File: src/rtl/vga_out_ctrl_pkg.sv
// -----------------------------------------------------------------------------
// vga_out_ctrl_pkg
// Shared constants and helpers for the VGA output controller.
//   - Default 640x480@60 timing (H_TOT = 800, V_TOT = 525 at a 25 MHz pixel clock)
//   - Counter and pixel widths
//   - Packed RGB pixel type and the colour-bar index helper
// -----------------------------------------------------------------------------
package vga_out_ctrl_pkg;

    localparam int PIX_W = 10;
    localparam int CNT_W = 10;

    localparam int DEF_H_ACT  = 640;
    localparam int DEF_H_FP   = 16;
    localparam int DEF_H_SYNC = 96;
    localparam int DEF_H_BP   = 48;
    localparam int DEF_H_TOT  = DEF_H_ACT + DEF_H_FP + DEF_H_SYNC + DEF_H_BP;

    localparam int DEF_V_ACT  = 480;
    localparam int DEF_V_FP   = 10;
    localparam int DEF_V_SYNC = 2;
    localparam int DEF_V_BP   = 33;
    localparam int DEF_V_TOT  = DEF_V_ACT + DEF_V_FP + DEF_V_SYNC + DEF_V_BP;

    // Test pattern: eight vertical bars, each 80 pixels wide
    localparam int BAR_W    = 80;
    localparam int NUM_BARS = 8;

    typedef struct packed {
        logic [PIX_W-1:0] r;
        logic [PIX_W-1:0] g;
        logic [PIX_W-1:0] b;
    } rgb_t;

    // Bar index = x / 80, built as a compare chain so no divider is inferred
    function automatic logic [2:0] barIndex(input logic [CNT_W-1:0] x);
        logic [2:0] idx;
        idx = '0;
        for (int i = 1; i < NUM_BARS; i++) begin
            if (x >= CNT_W'(i * BAR_W)) idx = 3'(i);
        end
        return idx;
    endfunction

endpackage

File: src/rtl/vga_out_ctrl_timing.sv
// -----------------------------------------------------------------------------
// vga_timing
// Horizontal/vertical raster counters with active and sync decode.
// Ports:
//   clk, rst        : pixel clock, asynchronous active-high reset
//   h, v            : current raster position
//   hNext, vNext    : position the counters move to on the next edge
//   active          : (h, v) lies inside the visible area
//   hSync, vSync    : (h, v) lies inside the horizontal / vertical sync region
//   activeNext      : (hNext, vNext) lies inside the visible area
// -----------------------------------------------------------------------------
module vga_timing
    import vga_out_ctrl_pkg::*;
#(
    parameter int H_ACT  = DEF_H_ACT,
    parameter int H_FP   = DEF_H_FP,
    parameter int H_SYNC = DEF_H_SYNC,
    parameter int H_BP   = DEF_H_BP,
    parameter int V_ACT  = DEF_V_ACT,
    parameter int V_FP   = DEF_V_FP,
    parameter int V_SYNC = DEF_V_SYNC,
    parameter int V_BP   = DEF_V_BP
) (
    input  logic             clk,
    input  logic             rst,
    output logic [CNT_W-1:0] h,
    output logic [CNT_W-1:0] v,
    output logic [CNT_W-1:0] hNext,
    output logic [CNT_W-1:0] vNext,
    output logic             active,
    output logic             hSync,
    output logic             vSync,
    output logic             activeNext
);

    localparam int H_TOT = H_ACT + H_FP + H_SYNC + H_BP;
    localparam int V_TOT = V_ACT + V_FP + V_SYNC + V_BP;

    localparam logic [CNT_W-1:0] H_MAX      = CNT_W'(H_TOT - 1);
    localparam logic [CNT_W-1:0] V_MAX      = CNT_W'(V_TOT - 1);
    localparam logic [CNT_W-1:0] H_ACT_L    = CNT_W'(H_ACT);
    localparam logic [CNT_W-1:0] V_ACT_L    = CNT_W'(V_ACT);
    localparam logic [CNT_W-1:0] HS_START   = CNT_W'(H_ACT + H_FP);
    localparam logic [CNT_W-1:0] HS_END     = CNT_W'(H_ACT + H_FP + H_SYNC);
    localparam logic [CNT_W-1:0] VS_START   = CNT_W'(V_ACT + V_FP);
    localparam logic [CNT_W-1:0] VS_END     = CNT_W'(V_ACT + V_FP + V_SYNC);

    function automatic logic inActive(input logic [CNT_W-1:0] hh,
                                      input logic [CNT_W-1:0] vv);
        return (hh < H_ACT_L) && (vv < V_ACT_L);
    endfunction

    always_comb begin
        hNext = (h == H_MAX) ? '0 : h + CNT_W'(1);
        vNext = v;
        if (h == H_MAX) begin
            vNext = (v == V_MAX) ? '0 : v + CNT_W'(1);
        end
    end

    // Reset parks the raster on the last position so the first edge lands on (0,0)
    always_ff @(posedge clk or posedge rst) begin
        if (rst) begin
            h <= H_MAX;
            v <= V_MAX;
        end else begin
            h <= hNext;
            v <= vNext;
        end
    end

    assign active     = inActive(h, v);
    assign activeNext = inActive(hNext, vNext);
    assign hSync      = (h >= HS_START) && (h < HS_END);
    assign vSync      = (v >= VS_START) && (v < VS_END);

endmodule

File: src/rtl/vga_out_ctrl.sv
// -----------------------------------------------------------------------------
// vga_out_ctrl
// VGA output controller: requests pixels from upstream in raster order and
// drives the DAC with colour, syncs and blanking aligned to the returned data.
// Ports:
//   iCLK, iRST             : 25 MHz pixel clock, asynchronous active-high reset
//   iRed/iGreen/iBlue      : pixel returned by upstream one cycle after oRequest
//   iPattern               : 1 = colour bars instead of upstream pixels (per frame)
//   oRequest, oX, oY       : pixel request and its column/line (0 when idle)
//   oFrameStart            : pulse with the request for pixel (0,0)
//   oVGA_R/G/B             : colour to DAC, forced to 0 during blanking
//   oVGA_HS, oVGA_VS       : active-low syncs
//   oVGA_BLANK_N           : 0 = blank
//   oVGA_SYNC_N            : tied to 0
// -----------------------------------------------------------------------------
module vga_out_ctrl
    import vga_out_ctrl_pkg::*;
#(
    parameter int H_ACT  = DEF_H_ACT,
    parameter int H_FP   = DEF_H_FP,
    parameter int H_SYNC = DEF_H_SYNC,
    parameter int H_BP   = DEF_H_BP,
    parameter int V_ACT  = DEF_V_ACT,
    parameter int V_FP   = DEF_V_FP,
    parameter int V_SYNC = DEF_V_SYNC,
    parameter int V_BP   = DEF_V_BP
) (
    input  logic             iCLK,
    input  logic             iRST,
    input  logic [PIX_W-1:0] iRed,
    input  logic [PIX_W-1:0] iGreen,
    input  logic [PIX_W-1:0] iBlue,
    input  logic             iPattern,
    output logic             oRequest,
    output logic [CNT_W-1:0] oX,
    output logic [CNT_W-1:0] oY,
    output logic             oFrameStart,
    output logic [PIX_W-1:0] oVGA_R,
    output logic [PIX_W-1:0] oVGA_G,
    output logic [PIX_W-1:0] oVGA_B,
    output logic             oVGA_HS,
    output logic             oVGA_VS,
    output logic             oVGA_BLANK_N,
    output logic             oVGA_SYNC_N
);

    logic [CNT_W-1:0] h;
    logic [CNT_W-1:0] v;
    logic [CNT_W-1:0] hNext;
    logic [CNT_W-1:0] vNext;
    logic             active;
    logic             hSync;
    logic             vSync;
    logic             activeNext;

    logic             patternEn;
    logic             vld_p1;
    logic             hSyncN_p1;
    logic             vSyncN_p1;
    logic [CNT_W-1:0] x_p1;
    rgb_t             pixIn;
    rgb_t             pixSel;

    vga_timing #(
        .H_ACT  (H_ACT),
        .H_FP   (H_FP),
        .H_SYNC (H_SYNC),
        .H_BP   (H_BP),
        .V_ACT  (V_ACT),
        .V_FP   (V_FP),
        .V_SYNC (V_SYNC),
        .V_BP   (V_BP)
    ) uTiming (
        .clk        (iCLK),
        .rst        (iRST),
        .h          (h),
        .v          (v),
        .hNext      (hNext),
        .vNext      (vNext),
        .active     (active),
        .hSync      (hSync),
        .vSync      (vSync),
        .activeNext (activeNext)
    );

    // Bar index bits select full-scale red / green / blue
    function automatic rgb_t barColour(input logic [CNT_W-1:0] x);
        logic [2:0] idx;
        rgb_t       c;
        idx = barIndex(x);
        c.r = {PIX_W{idx[2]}};
        c.g = {PIX_W{idx[1]}};
        c.b = {PIX_W{idx[0]}};
        return c;
    endfunction

    // Colour is clamped to black outside the visible area
    function automatic rgb_t blankGate(input rgb_t c, input logic visible);
        return visible ? c : '0;
    endfunction

    always_comb begin
        pixIn.r = iRed;
        pixIn.g = iGreen;
        pixIn.b = iBlue;
        pixSel  = patternEn ? barColour(x_p1) : pixIn;
    end

    // Request stage: built from the counters' next state so the registered
    // request matches the raster position held in the same cycle
    always_ff @(posedge iCLK or posedge iRST) begin
        if (iRST) begin
            oRequest    <= 1'b0;
            oX          <= '0;
            oY          <= '0;
            oFrameStart <= 1'b0;
            patternEn   <= 1'b0;
        end else begin
            oRequest    <= activeNext;
            oX          <= activeNext ? hNext : '0;
            oY          <= activeNext ? vNext : '0;
            oFrameStart <= activeNext && (hNext == '0) && (vNext == '0);
            // Sampled once per frame so the source never switches mid-frame
            if ((h == '0) && (v == '0)) patternEn <= iPattern;
        end
    end

    // Stage 1: upstream is fetching the pixel requested last cycle
    always_ff @(posedge iCLK or posedge iRST) begin
        if (iRST) begin
            vld_p1    <= 1'b0;
            hSyncN_p1 <= 1'b1;
            vSyncN_p1 <= 1'b1;
        end else begin
            vld_p1    <= active;
            hSyncN_p1 <= ~hSync;
            vSyncN_p1 <= ~vSync;
        end
    end

    always_ff @(posedge iCLK) begin
        x_p1 <= oX;
    end

    // Stage 2: returned pixel and aligned controls go to the DAC
    always_ff @(posedge iCLK or posedge iRST) begin
        if (iRST) begin
            oVGA_HS      <= 1'b1;
            oVGA_VS      <= 1'b1;
            oVGA_BLANK_N <= 1'b0;
            oVGA_R       <= '0;
            oVGA_G       <= '0;
            oVGA_B       <= '0;
        end else begin
            oVGA_HS      <= hSyncN_p1;
            oVGA_VS      <= vSyncN_p1;
            oVGA_BLANK_N <= vld_p1;
            {oVGA_R, oVGA_G, oVGA_B} <= blankGate(pixSel, vld_p1);
        end
    end

    assign oVGA_SYNC_N = 1'b0;

endmodule
File: config.mk
export PLATFORM = sky130hd
export DESIGN_NAME = vga_out_ctrl
export DESIGN_NICKNAME = d
export VERILOG_FILES = /design/src/rtl/vga_out_ctrl_pkg.sv /design/src/rtl/vga_out_ctrl_timing.sv /design/src/rtl/vga_out_ctrl.sv
export SDC_FILE = /design/constraint.sdc
export NUM_CORES = 1
export LEC_CHECK = 0
export CORE_ASPECT_RATIO = 0.75
export CORE_UTILIZATION = 47
export CTS_BUF_LIST = sky130_fd_sc_hd__clkbuf_8 sky130_fd_sc_hd__clkbuf_16
export DETAILED_ROUTE_END_ITERATION = 12
export PLACE_DENSITY = 0.77
export SETUP_SLACK_MARGIN = 0.15
export SYNTH_ARGS = -nofsm -noshare
export SYNTH_HDL_FRONTEND = slang
export SYNTH_SLANG_ARGS = --single-unit
File: constraint.sdc
create_clock -name iCLK -period 3.1 [get_ports iCLK]
set_clock_uncertainty 0.1 [all_clocks]
set_input_delay 0.62 -clock iCLK [delete_from_list [all_inputs] [get_ports iCLK]]
set_output_delay 0.62 -clock iCLK [all_outputs]
set_load 0.03 [all_outputs]
==> summary.txt <==
Status - finished, final reports clean
Slowest CP cell - dfstp_2
Final hold viol count - 0
Maximum vdd drop - 0.300 mV
CP Cell Sequence - or4b_4, or3_4, nor4_2, o211ai_1, o211ai_2, buf_4, nor2_1
Drt drc - 0
Die W - 102 um
Vias in the first global route - 2588
Hold Buf Count CTS - 0
DRT antenna net count - 0
Post-synth cell types - 56
# setup viols final - 0
Num CTS Buffers - 9
Final HPWL DP - 5.58 mm
Initial drt markers - 140
Worst setup path class - reg2reg
Worst-Skew Late Latency - 0.36 ns
Setup TNS - 0 ns
Worst Hold Class - reg2reg
Fmax - 366 MHz
Ys async rst share - 92.9%
Die area - 7880 um^2
Die Span Y - 77.1 um
DP Worst Slack - 0.234 ns
Worst-Margin Slew - 0.974 ns
Fin Hold WS - 0.261 ns
Nets - 448
Seq pwr share - 56.2%
First-pass GRT wire length - 12.3 mm
Initial antenna violation count - 0
Buffers on Ports - 87
Largest net degree at the start of global routing - 50
FILL cells - 579
Total grt overflow - 0
Final Wtd Congestion - 0.873
Max clock buf depth - 2
Max Cap Viol - 0
Most common cell in the synthesized netlist - dfrtp_1
Seq cells post-synth - 85
Internal power - 1.52 mW
Max_slew headroom - 35.1%
Power Density - 437 nW/um^2
Top cell type's share of synthesized area - 46.0%
Worst-path clk slew - 0.08 ns
Register area share after synthesis - 59.8%
Area delta synth->final - 32.0%
Top Family by Delay on Critical Path - simple AND/OR/NAND/NOR gates
CTS sink count - 85
Per-cell routed wire length - 15.1 um
R2r worst-path depth - 7
Mapped cell area - 3540 um^2
Syn. warnings - 0
WHS Path Cells - 0
H-tree depth - 3
Yosys top cell by area - dfrtp_1
Ant diodes - 0
RSZ-0062 raised after global routing - false
Worst EP arrival - 2.86 ns
Via count - 2654
Final period util - 88.2%
Switching share of power - 25.5%
TritonCTS clock tree - yes
Num ports - 89
Final worst slack - 0.366 ns
CP Launch Type - flip-flop
Slowest stage delay, CP - 0.64 ns
PnR Total Power - 2.04 mW
Number of vias per cell - 5.16
Critical Path RT - 3.23 ns
Root buf cell - clkbuf_8
CP Capture Type - flip-flop
Synth Instances - 320
Gate power share - 9.9%
Ratio of cells with drive above 1 in the final layout - 14.4%
Synth cell count leaders - dfrtp_1 (65), nor2_1 (60), inv_1 (15), nand2_1 (15), dfstp_2 (14)
Max FO, Critical Path - 11
Slew Viols, Final - 0
Post-CTS setup buffer count - 0
Row count - 26
Worst path bufs/invs - 1
Total track usage - 20.7%
Flop2flop setup slack - 0.37 ns
Drt total wl - 7.76 mm
Clk network pwr share - 33.9%
Period minus WS final - 2.73 ns
Core Area - 7030 um^2
Effective utilization at floorplan - 50.3%
First-pass DRT Iterations - 6
Critical path depth in cells - 7
Syn avg cell area - 11.0 um^2
NetSw - 0.519 mW
Top_reg_cell synth - dfrtp_1
Post-synth EDFFs - 0
Ranking of synthesized cells by area - dfrtp_1 (46%), dfstp_2 (10%), nor2_1 (6.4%), dfxtp_1 (3.4%), o21a_1 (2.3%)
Pleak - 2.02 nW
## stage by stage
stage | util [%] | instances | instance area, um^2
floorplan | - | 321 | 3540
global placement | 63.8 | 498 | 4480
detailed placement | 63.8 | 498 | 4480
CTS | 66.3 | 514 | 4660
global route | 66.4 | 514 | 4670
finish | 66.4 | 514 | 4670
## kinds of logic after synthesis
| logic type | count (synthesis) | synth area share, % |
|---|---|---|
| compound gates | 42 | 8.35 |
| xor+xnor | 11 | 2.72 |
| other cells | 1 | 0.106 |
| flops | 85 | 59.8 |
| mux | 3 | 0.920 |
| simple gates | 143 | 21.5 |
| buf+inv | 30 | 4.92 |
| fa+ha+maj | 5 | 1.70 |
## cell type report
type	count	area, um^2	share of cell area (%)
clock buffer	9	124	2.65
tap	98	123	2.63
clock inverter	7	51.3	1.10
multi-input combinational	206	1260	27.0
timing repair buffer	94	936	20.0
sequential	85	2110	45.3
inverter	15	57.6	1.23
## worst register-to-register path, cell delays in order (launching register included)
cell and delay, ns:
dfstp_2 0.64, or4b_4 0.51, or3_4 0.41, nor4_2 0.32, o211ai_1 0.14, o211ai_2 0.19, buf_4 0.23, nor2_1 0.07
## worst paths after layout
path	startpoint	to
min in group asynchronous	iRST	oVGA_G[2]
max in group asynchronous	iRST	hSyncN_p1
min	hSyncN_p1	oVGA_HS
min reg2reg	hSyncN_p1	oVGA_HS
max reg2reg	uTiming.h[4]	oY[1]
max	uTiming.h[4]	oY[1]
## routing by layer
metal  GRT usage (%)  vias up  wire (um)
li1                -     1264          -
met1            27.7     1272       3580
met2            31.8      104       3420
met3            6.47       14        646
met4            7.00        0        120
met5               0        -          0
## placed cells by master, fill, tap and decap left out, types with 2 or more instances in the layout
cell type,synthesis,routed
and3_1,5,5
conb_1,1,2
buf_4,4,6
and2_1,2,2
nor2_1,60,60
dfstp_2,14,14
nand2_1,15,15
nor2b_2,8,8
nor3_1,5,5
o21ai_0,8,8
nand3_1,9,9
nor3_2,4,4
clkinvlp_4,0,4
nor3b_1,2,2
clkdlybuf4s50_1,0,87
xor2_1,7,7
o21a_1,11,11
nand4_1,11,11
clkbuf_8,0,9
ha_1,4,4
inv_1,15,15
inv_6,0,2
nor4_2,1,2
a21oi_1,2,2
xnor2_1,4,4
nor4_1,4,3
dfrtp_1,65,65
or3_1,3,2
a31oi_1,6,6
dfxtp_1,6,6
mux2_2,2,2
nor2b_1,6,6
## sequential cells by signal (all words and copies together) (netlist names)
| register | flops |
|---|---|
| hSyncN_p1 | 1 |
| oFrameStart | 1 |
| oRequest | 1 |
| oVGA_B | 10 |
| oVGA_BLANK_N | 1 |
| oVGA_G | 10 |
| oVGA_HS | 1 |
| oVGA_R | 10 |
| oVGA_VS | 1 |
| oX | 10 |
| oY | 10 |
| patternEn | 1 |
| uTiming.h | 10 |
| uTiming.v | 10 |
| vSyncN_p1 | 1 |
| vld_p1 | 1 |
| x_p1 | 6 |
## power by group through the flow
stage | logic (mW) | registers [mW] | clock network (mW)
detailed placement | 0.203 | 1.17 | 0
global route | 0.217 | 1.15 | 0.756
CTS | 0.204 | 1.15 | 0.717
finish | 0.201 | 1.15 | 0.691
floorplan | 0.0463 | 1.22 | 0
global placement | 0.200 | 1.17 | 0
## repair_timing
item	4_1_cts	5_1_grt
gates resized for setup	0	2
endpoints found under the setup margin	0	20
hold endpoints to repair	0	0
No activity file was read; power rests on OpenSTA's default activity.
